File: src/rtl/serial_add_ctrl.sv
// Bit-serial adder controller: drives one decoder-based full-adder cell over WIDTH bits, LSB first.
// Optional subtract mode is compiled in with `define SERIAL_ADD_SUB_EN.
module serial_add_ctrl #(
  parameter int WIDTH = 8
) (
  input  logic             clk,
  input  logic             rst,
  input  logic             start,
  input  logic [WIDTH-1:0] a,
  input  logic [WIDTH-1:0] b,
  input  logic             cin,
`ifdef SERIAL_ADD_SUB_EN
  input  logic             sub,
`endif
  output logic             busy,
  output logic             done,
  output logic [WIDTH-1:0] sum,
  output logic             cout
);

  localparam int CW = $clog2(WIDTH);
  localparam logic [CW-1:0] LAST_STEP = CW'(WIDTH - 1);

  typedef enum logic [1:0] {
    S_IDLE = 2'd0,
    S_RUN  = 2'd1,
    S_DONE = 2'd2
  } state_t;

  // FADDER cell: one-hot minterm decode of {x,y,z}, returns {c, s}
  function automatic logic [1:0] fadder(input logic x, input logic y, input logic z);
    logic [7:0] m;
    m = 8'd1 << {x, y, z};
    fadder = {m[3] | m[5] | m[6] | m[7], m[1] | m[2] | m[4] | m[7]};
  endfunction

  state_t           state_r, next_state_s;
  logic [WIDTH-1:0] a_r, b_r, res_r;
  logic             carry_r;
  logic [CW-1:0]    cnt_r;
  logic             load_s, step_s, last_s;
  logic [WIDTH-1:0] b_load_s;
  logic             carry_load_s;
  logic [1:0]       fa_s;

  assign fa_s = fadder(a_r[0], b_r[0], carry_r);
  assign busy = (state_r == S_RUN);
  assign done = (state_r == S_DONE);

  // Next-state decode and per-cycle datapath controls
  always_comb begin
    next_state_s = state_r;
    load_s       = 1'b0;
    step_s       = 1'b0;
    last_s       = 1'b0;
    case (state_r)
      S_IDLE: begin
        if (start) begin
          next_state_s = S_RUN;
          load_s       = 1'b1;
        end else begin
          next_state_s = S_IDLE;
        end
      end
      S_RUN: begin
        step_s = 1'b1;
        if (cnt_r == LAST_STEP) begin
          last_s       = 1'b1;
          next_state_s = S_DONE;
        end else begin
          next_state_s = S_RUN;
        end
      end
      S_DONE:  next_state_s = S_IDLE;
      default: next_state_s = S_IDLE;
    endcase
  end

  // Operand B and initial carry as loaded on acceptance (two's-complement subtract when enabled)
  always_comb begin
    b_load_s     = b;
    carry_load_s = cin;
`ifdef SERIAL_ADD_SUB_EN
    if (sub) begin
      b_load_s     = ~b;
      carry_load_s = 1'b1;
    end else begin
      b_load_s     = b;
      carry_load_s = cin;
    end
`endif
  end

  // State register
  always_ff @(posedge clk) begin
    if (rst) begin
      state_r <= S_IDLE;
    end else begin
      state_r <= next_state_s;
    end
  end

  // Operand shift registers, carry flop, step counter and result registers
  always_ff @(posedge clk) begin
    if (rst) begin
      a_r     <= '0;
      b_r     <= '0;
      res_r   <= '0;
      carry_r <= 1'b0;
      cnt_r   <= '0;
      sum     <= '0;
      cout    <= 1'b0;
    end else begin
      if (load_s) begin
        a_r     <= a;
        b_r     <= b_load_s;
        carry_r <= carry_load_s;
        cnt_r   <= '0;
      end else if (step_s) begin
        a_r     <= {1'b0, a_r[WIDTH-1:1]};
        b_r     <= {1'b0, b_r[WIDTH-1:1]};
        carry_r <= fa_s[1];
        res_r   <= {fa_s[0], res_r[WIDTH-1:1]};
        cnt_r   <= cnt_r + CW'(1);
      end
      // Result is published only when the final bit is produced
      if (last_s) begin
        sum  <= {fa_s[0], res_r[WIDTH-1:1]};
        cout <= fa_s[1];
      end
    end
  end

endmodule

File: config.mk
export PLATFORM = sky130hd
export DESIGN_NAME = serial_add_ctrl
export DESIGN_NICKNAME = d
export VERILOG_FILES = /design/src/rtl/serial_add_ctrl.sv
export SDC_FILE = /design/constraint.sdc
export NUM_CORES = 1
export LEC_CHECK = 0
export ABC_AREA = 1
export BUFFER_PORTS_ARGS = -buffer_cell sky130_fd_sc_hd__buf_4
export CAP_MARGIN = 20
export CORE_MARGIN = 4
export CORE_UTILIZATION = 45
export CTS_CLUSTER_SIZE = 20
export DETAILED_ROUTE_END_ITERATION = 8
export PLACE_DENSITY_LB_ADDON = 0.2
export SLEW_MARGIN = 20
export SYNTH_ARGS = -nofsm -noshare
export SYNTH_HDL_FRONTEND = slang
export SYNTH_SLANG_ARGS = --single-unit
File: constraint.sdc
create_clock -name clk -period 1.6 [get_ports clk]
set_input_delay 0.08 -clock clk [delete_from_list [all_inputs] [get_ports clk]]
set_output_delay 0.08 -clock clk [all_outputs]
set_load 0.01 [all_outputs]
=== Yosys cells after proc, flatten, opt, wreduce, memory -nomap -nowiden ===
Index checks and enable logic that the tools add are counted.

* Bits in registers: 39
* Logic and storage cells: 38

* Shifts and indexed selects: 1
* Multiplexer cells: 14
* Reductions and logical operators: 4
* Equality and inequality tests: 3
* Bitwise logic cells: 7
* Add/subtract/negate cells: 1

{| class="wikitable"
|+ Operator list
! kind !! number
|-
| $mux 8 || 4
|-
| $mux 1 || 8
|-
| $shl 1x3->8 const A || 1
|-
| $or 1x1->1 || 6
|-
| $pmux 2 s2 || 1
|-
| $add 3x1->3 const B || 1
|-
| $eq 3x3->1 const B || 1
|-
| $eq 2x1->1 const B || 1
|-
| $eq 2x2->1 const B || 1
|-
| $logic_not 2->1 || 1
|-
| $mux 2 || 1
|-
| $reduce_and 2->1 || 1
|-
| $reduce_bool 2->1 || 1
|-
| $reduce_or 2->1 || 1
|-
| $not 1->1 || 1
|}

=== Longest topological paths before layout ===
Gate-level depths: netlist (run 1).

* Word-level depth: 6
* Depth in mapped cells: 8

=== Worst setup path before layout (run 1) ===
Ideal clock, no wire load.

* Path kind: register to register
* From: register cnt_r[0]
* To: register sum[7]
* Stages on the path, launching flop included: 9
* Path slack: 0.479 ns
* Required time: 1.488 ns
* Arrival time: 1.009 ns
* Period minus slack after synthesis: 1.121 ns
* Path through: dfxtp_1 ha_1 ha_1 inv_1 nor2_4 nand2_1 inv_2 nand2_1 nand2_1

* Word-level cells in the longest chain between the ends: 3

{| class="wikitable"
|+ Ends and longest elaborated chain
! element !! line !! source
|-
| from (decl) || 40 || <nowiki>logic [CW-1:0] cnt_r;</nowiki>
|-
| from (signal assigned) || 124 || <nowiki>cnt_r <= cnt_r + CW'(1);</nowiki>
|-
| $eq 3x3->1 || 67 || <nowiki>if (cnt_r == LAST_STEP) begin</nowiki>
|-
| $mux 1 || 67 ||
|-
| $mux 1 || 56 || <nowiki>case (state_r)</nowiki>
|-
| to (signal assigned) || 128 || <nowiki>sum <= {fa_s[0], res_r[WIDTH-1:1]};</nowiki>
|-
| to (decl) || 17 || <nowiki>output logic [WIDTH-1:0] sum,</nowiki>
|}

Every way passes these cells.
A chain may end at the register's enable or synchronous reset.

=== Worst setup path in the final report (run 1) ===
* From: register state_r[0]
* To: register b_r[1]

* Word-level cells in the longest chain between the ends: 3
* Elaborated cells on any way between the ends: 6
* Classes of those cells: eq/ne: 1; mux: 3; reduce/logical: 2

{| class="wikitable"
|+ Ends and longest elaborated chain
! element !! line !! source
|-
| from (decl) || 37 || <nowiki>state_t state_r, next_state_s;</nowiki>
|-
| from (signal assigned) || 99 || <nowiki>state_r <= next_state_s;</nowiki>
|-
| $eq 2x1->1 / $logic_not 2->1 (equally long branches) || 56 ||
|-
| $mux 1 || 56 ||
|-
| $reduce_bool 2->1 (no line) / $mux 8 (equally long branches) || -- ||
|-
| to (signal assigned) || 116 || <nowiki>b_r <= b_load_s;</nowiki>
|-
| to (signal assigned) || 121 || <nowiki>b_r <= {1'b0, b_r[WIDTH-1:1]};</nowiki>
|-
| to (decl) || 38 || <nowiki>logic [WIDTH-1:0] a_r, b_r, res_r;</nowiki>
|}

Parallel ways exist; a longest one is shown, timed or not.

==> results.tsv, run 1 <==
stage	metric	value	unit
timing	final setup TNS	0	ns
power_and_ir_drop	Worst IR Drop VDD	0.683	mV
power_and_ir_drop	Sw Share	25.4	%
clock_tree	post_cts resized	0	
critical_path	largest stage delay on the critical path	0.44	ns
drt	Pre-Repair DR Iteration Count	4	
critical_path	crit path cell chain	nand2_4 -> nand2_2 -> nand2_1 -> nor2_1 -> nor2_1	
synthesis	most area-consuming cells after synthesis	dfxtp_1 (45%), nor2_1 (12%), nand2_1 (8.7%)	
synthesis	sequential-to-total area share from yosys stat	45.4	%
clock_tree	Clock Pin Slew Worst Setup and Hold Paths	0.07	ns
drt	Via density	4.79	
placed_design	detailed placement HPWL	2160	um
timing	fin crit period	1.44	ns
synthesis	top cell type's share of synthesized area	45.4	%
timing	Worst Clk Skew	0.00566	ns
power_and_ir_drop	P_leak	0.000968	uW
clock_tree	TritonCTS clock tree	yes	
min_path	hold path depth	3	
power_and_ir_drop	Net Switching	539	uW
drt	drt total wl	3310	um
critical_path	critical path depth in cells	5	
grt	vias in the first global route	1247	
critical_path	Critical Path Start	state_r[0]	
critical_path	CP Launch Type	register	
timing	FMAX	0.693	GHz
drt	DRC errors left	0	
synthesis	Synth Cell Area	1680	um^2
critical_path	Crit path top cell by count	nor2_1	
critical_path	CP arrival	1.63	ns
job	maxcap violations	0	
synthesis	top post-synthesis cells by count	nor2_1 (52), nand2_1 (39), dfxtp_1 (38)	
finish	nets	291	
critical_path	cell with the largest stage delay on the worst path	nand2_2	
power_and_ir_drop	part of the power in registers	49.0	%
critical_path	RR Startpoint	state_r[0]	
clock_tree	CTS Sinks	38	
floorplan	chip width	69.0	um
drt	via count	1509	
clock_tree	total CTS buffers	5	
floorplan	ports placed on the boundary	31	
critical_path	Buf/Inv on CP	0	
synthesis	number of library cell types mapped by synthesis	18	
synthesis	async set-or-reset flop fraction in the synthesized netlist	0	%
timing	RSZ-0062 raised after global routing	no	
critical_path	Worst Path Required	1.79	ns
drt	DR iter-0 viols	45	
critical_path	Setup crit end	b_r[1]	
synthesis	Seq cells post-synth	38	
floorplan	Die Footprint	4770	um^2
critical_path	Worst Path Max Fanout	30	
timing	Setup Viol. Count Final	0	
finish	Area growth, synth to finish	21.8	%
clock_tree	Max clock buf depth	2	
finish	layout cells sized above 1	18.6	%
power_and_ir_drop	Tot Pwr	2120	uW
synthesis	Post-synth EDFFs	0	
placed_design	Port-buffer cells	30	
placed_design	RePlAce Congestion	0.727	
drt	ANT nets after route	0	
synthesis	Synth Warn #	0	
finish	area of the multi-input gates	767	um^2
grt	GRT overflow	0	
timing	Worst Tran Pin Value	0.540	ns
timing	period utilization	90.2	%
floorplan	Starting Density	48.3	%
clock_tree	worst-skew pair later-pin latency	0.29	ns
power_and_ir_drop	clock share of power	37.7	%
grt	antenna violations before repair	0	
floorplan	core area	3470	um^2
synthesis	Post-synth top flop	dfxtp_1	
outcome	status	finished clean	
finish	antenna diode count	0	
synthesis	post-synth top area cell	dfxtp_1	
min_path	worst hold path class	in2reg	
synthesis	synthesized instance count	240	
critical_path	crit-path leading delay family	simple AND/OR/NAND/NOR gates	
grt	largest net degree at the start of global routing	31	
timing	final-report hold violation count	0	
power_and_ir_drop	pwr dens	1040	nW/um^2
critical_path	WS Path Type	reg2reg	
critical_path	reg2reg path depth	5	
floorplan	Die H	69.0	um
drt	Routed WL per cell	10.5	um
clock_tree	H-tree levels	2	
synthesis	syn_area_per_cell	6.99	um^2
timing	relative max-transition margin	63.9	%
clock_tree	root buf cell	clkbuf_8	
grt	Total Routing Usage GR	13.8	%
power_and_ir_drop	P_int	1580	uW
critical_path	Worst R2R End	b_r[1]	
timing	Slew Limit Fails	0	
finish	filler instances	349	
power_and_ir_drop	Comb pwr share	13.3	%
critical_path	R2R setup slack	0.16	ns
floorplan	row count	21	
critical_path	CP Capture Type	register	
grt	first-pass GRT wire length	5500	um
finish	sequential cell area	761	um^2
synthesis	Syn Nets	263	
synthesis	most common cell in the netlist	nor2_1	
## worst min-delay path by stage
| stage | startpoint | endpoint | slack, ns |
|---|---|---|---|
| 2_1_floorplan | rst | a_r[7] | 0.15 |
| 3_3_place_gp | rst | b_r[7] | 0.27 |
| 3_5_place_dp | rst | b_r[7] | 0.27 |
| 4_1_cts | a[7] | a_r[7] | 0.02 |
| 5_1_grt | a[7] | a_r[7] | 0.02 |
| 6_report | b[7] | b_r[7] | 0.03 |
## cell families (layout without fill, tap and decap cells)
family / after synthesis / count (layout) / share of synthesized area (%)
buf+inv: 36 / 65 / 9.03
flops: 38 / 38 / 45.4
compound gates: 44 / 44 / 13.1
xor+xnor: 1 / 1 / 0.522
simple gates: 118 / 118 / 29.3
fa+ha+maj: 3 / 3 / 2.69
## cell type report
class | count | share of cell area, %
multi-input cells | 166 | 37.6
clock inverters | 3 | 1.96
well taps | 46 | 2.82
repair buffers | 35 | 13.0
clock buffers | 5 | 3.37
flip-flops and latches | 38 | 37.3
inverters | 22 | 4.04
## per-stage QoR
| step | instance area, um^2 | cells | util [%] | hold slack (ns) | setup slack [ns] |
|---|---|---|---|---|---|
| after global placement | 1920 | 306 | 55.4 | 0.268 | 0.235 |
| after CTS | 2040 | 315 | 58.9 | 0.0236 | 0.152 |
| after global routing | 2040 | 315 | 58.9 | 0.0241 | 0.0215 |
| after detailed placement | 1920 | 306 | 55.4 | 0.269 | 0.165 |
| after floorplan | 1680 | 240 | - | 0.149 | 0.479 |
| final | 2040 | 315 | 58.9 | 0.0342 | 0.157 |
## timing repair
action                    in CTS  in global routing
hold endpoints to repair       3                  0
setup buffers                  0                  0
hold buffers                   1                  0
## registers in the layout, indices dropped and copies added, names as in the netlist
name / flops
carry_r: 1
a_r: 8
sum: 8
b_r: 8
cout: 1
state_r: 2
res_r: 7
cnt_r: 3
## layout by cell type (no fill, tap or decap)
cell type      synthesis  routed
nor2_1                52      51
nand2_1               39      39
dfxtp_1               38      38
buf_4                  2      34
nand3_1               24      24
a21oi_1               20      20
inv_1                 18      18
o21ai_1               15      15
o21ai_0                9       9
clkbuf_8               0       5
inv_2                  4       4
ha_1                   2       2
clkinv_2               0       2
nand2_4                1       1
xor2_1                 1       1
nor2_4                 1       1
nand2_2                1       1
nor2_2                 0       1
fa_1                   1       1
bufinv_16              0       1
dlygate4sd3_1          0       1
## worst min-delay path, cell delays in order
cell,delay (ns)
buf_4,0.11
nand2_1,0.05
a21oi_1,0.05
## power groups by stage
| stage | Clock (uW) | Combinational, uW | Sequential (uW) |
|---|---|---|---|
| finish | 799 | 281 | 1040 |
| global route | 853 | 322 | 1040 |
| CTS | 816 | 282 | 1040 |
| detailed placement | 0 | 278 | 1060 |
| global placement | 0 | 274 | 1060 |
| floorplan | 0 | 208 | 1050 |
## metal layers
metal | vias up | routed length, um | track usage [%]
li1 | 814 | - | -
met1 | 657 | 1690 | 18.9
met2 | 32 | 1340 | 19.0
met3 | 6 | 227 | 5.81
met4 | 0 | 51 | 5.21
met5 | - | 0 | 0
(Power assumes the default switching activity.)
==> run 2: changes to the inputs <==
==> constraint.sdc (replaced) <==
create_clock -name clk -period 1.6 [get_ports clk]
set_input_delay 0.32 -clock clk [delete_from_list [all_inputs] [get_ports clk]]
set_output_delay 0.32 -clock clk [all_outputs]
set_load 0.01 [all_outputs]
==> run 2 against run 1 <==
- clock-buffer cell count is 1 higher
- first-iteration DRC count grew 87%
- combinational power is 3% higher
- sequential share of layout area is 0.96 points lower
- sequential power about the same
==> results.tsv, run 2 (synthesis results as in run 1) <==
stage	metric	value	unit	change
floorplan	row count	21		unchanged
critical_path	R2R setup slack	0.37	ns	+0.21 ns
critical_path	Critical Path Start	state_r[0]		
finish	Area growth, synth to finish	25.0	%	
finish	antenna diode count	0		unchanged
floorplan	Die Footprint	4770	um^2	unchanged
clock_tree	TritonCTS clock tree	yes		
timing	hold_ws	0.215	ns	+0.181 ns
power_and_ir_drop	Net Switching	530	uW	-1.7%
grt	largest net degree at the start of global routing	31		unchanged
power_and_ir_drop	P_int	1790	uW	+14%
critical_path	largest stage delay on the critical path	0.44	ns	about the same
timing	Setup Viol. Count Final	0		unchanged
power_and_ir_drop	Sw Share	22.8	%	-2.6 points
timing	final setup TNS	0	ns	unchanged
min_path	hold_sp	rst		
grt	Total Routing Usage GR	15.1	%	+1.4 points
floorplan	ports placed on the boundary	31		unchanged
critical_path	cell with the largest stage delay on the worst path	dfxtp_1		
critical_path	crit path cell chain	nand2_4 -> inv_4 -> buf_4		
outcome	status	finished clean		
finish	layout cells sized above 1	19.3	%	+0.67 points
critical_path	CP arrival	1.19	ns	-0.44 ns
drt	DR iter-0 viols	84		+87%
placed_design	Port-buffer cells	30		unchanged
finish	commonest non-fill, non-tap cell in the layout	nor2_1		
grt	vias in the first global route	1369		+9.8%
power_and_ir_drop	part of the power in registers	44.7	%	-4.3 points
power_and_ir_drop	Worst IR Drop VDD	0.689	mV	+0.95%
finish	Post-Layout Inst Area	2100	um^2	+2.6%
critical_path	Worst Path Max Fanout	15		-50%
drt	via count	1486		-1.5%
critical_path	Buf/Inv on CP	2		+2
timing	Worst Tran Pin Value	0.295	ns	-0.245 ns
critical_path	WS Path Type	reg2out		
floorplan	chip width	69.0	um	unchanged
clock_tree	H-tree levels	2		unchanged
clock_tree	total CTS buffers	5		unchanged
timing	Worst Clk Skew	0.00810	ns	+0.00244 ns
grt	GRT overflow	0		unchanged
clock_tree	Clock Pin Slew Worst Setup and Hold Paths	0.07	ns	about the same
finish	filler instances	343		-1.7%
placed_design	worst slack, placed	0.332	ns	+0.167 ns
drt	DRC errors left	0		unchanged
floorplan	Die H	69.0	um	unchanged
job	maxcap violations	0		unchanged
timing	Slew Limit Fails	0		unchanged
finish	nets	292		+0.34%
placed_design	RePlAce Congestion	0.786		+8.1%
floorplan	core area	3470	um^2	unchanged
timing	FMAX	0.662	GHz	-4.5%
min_path	worst hold path class	in2reg		
power_and_ir_drop	Tot Pwr	2320	uW	+9.7%
drt	Routed WL per cell	10.5	um	about the same
critical_path	RR Startpoint	cnt_r[0]		
timing	Final WS setup	0.0883	ns	-0.0685 ns
floorplan	Starting Density	48.3	%	unchanged
timing	relative max-transition margin	80.3	%	+16 points
timing	final-report hold violation count	0		unchanged
clock_tree	root buf cell	clkbuf_8		
drt	Via density	4.70		-1.8%
critical_path	crit-path leading delay family	flip-flops		
timing	period utilization	94.5	%	+4.3 points
finish	area of the multi-input gates	767	um^2	unchanged
power_and_ir_drop	Comb pwr share	12.5	%	-0.8 points
placed_design	detailed placement HPWL	2280	um	+5.4%
drt	Pre-Repair DR Iteration Count	4		unchanged
timing	RSZ-0062 raised after global routing	no		
drt	ANT nets after route	0		unchanged
critical_path	Worst Path Required	1.28	ns	-0.51 ns
finish	most frequent cells in the layout	nor2_1 (51), nand2_1 (39), dfxtp_1 (38), buf_4 (35), nand3_1 (24)		
clock_tree	cts hold-fix bufs	0		-1
timing	fin crit period	1.51	ns	+0.0685 ns
drt	drt total wl	3320	um	+0.36%
clock_tree	Max clock buf depth	2		unchanged
finish	sequential cell area	761	um^2	unchanged
finish	top flop regs	a_r (8), b_r (8), sum (8)		
grt	first-pass GRT wire length	6080	um	+11%
placed_design	Placed Area	1950	um^2	+1.4%
critical_path	CP Launch Type	register		
power_and_ir_drop	P_leak	0.000992	uW	+2.5%
critical_path	CP Capture Type	output port		
grt	antenna violations before repair	0		unchanged
power_and_ir_drop	clock share of power	42.8	%	+5.1 points
clock_tree	CTS Sinks	38		unchanged
power_and_ir_drop	pwr dens	1110	nW/um^2	+6.9%
clock_tree	worst-skew pair later-pin latency	0.29	ns	about the same
-- run 2: stage by stage --
step           utilization (%)  cells
2_1_floorplan                -    240
3_3_place_gp              56.2    308
3_5_place_dp              56.2    308
4_1_cts                   60.4    316
5_1_grt                   60.4    316
6_report                  60.4    316
-- run 2: cell type report --
| class | count | share of cell area, % |
|---|---|---|
| multi-input combinational | 166 | 36.6 |
| sequential | 38 | 36.3 |
| timing repair buffer | 36 | 13.5 |
| inverter | 22 | 4.06 |
| clock buffer | 6 | 3.94 |
| clock inverter | 2 | 2.87 |
| tap | 46 | 2.75 |
-- run 2: metal layers --
metal | vias up | wire (um) | global-route usage (%)
li1 | 821 | - | -
met1 | 631 | 1720 | 20.8
met2 | 28 | 1380 | 21.9
met3 | 6 | 172 | 4.80
met4 | 0 | 46 | 5.86
met5 | - | 0 | 0
-- run 2: worst paths after layout --
path,endpoint,cells after the start
setup / recovery,busy,3
hold / removal,b_r[7],2
setup reg to reg,sum[6],8
hold reg to reg,sum[2],2
-- run 2: timing repair --
item,4_1_cts,5_1_grt
setup buffers,0,0
setup endpoints to repair,0,1
resized for setup,0,1
-- run 2: worst register-to-register path: stages, from the launching register on --
cell	delay [ns]
dfxtp_1	0.35
ha_1	0.16
ha_1	0.13
inv_1	0.07
nor2_4	0.15
nand2_1	0.08
inv_2	0.13
nand2_1	0.08
nand2_1	0.05
-- run 2: power groups by stage --
stage / Combinational, uW / Clock [uW] / Sequential, uW
after floorplan: 208 / 0 / 1050
after global placement: 285 / 0 / 1060
after detailed placement: 288 / 0 / 1060
after CTS: 290 / 1020 / 1040
after global routing: 337 / 1060 / 1050
final: 290 / 995 / 1040
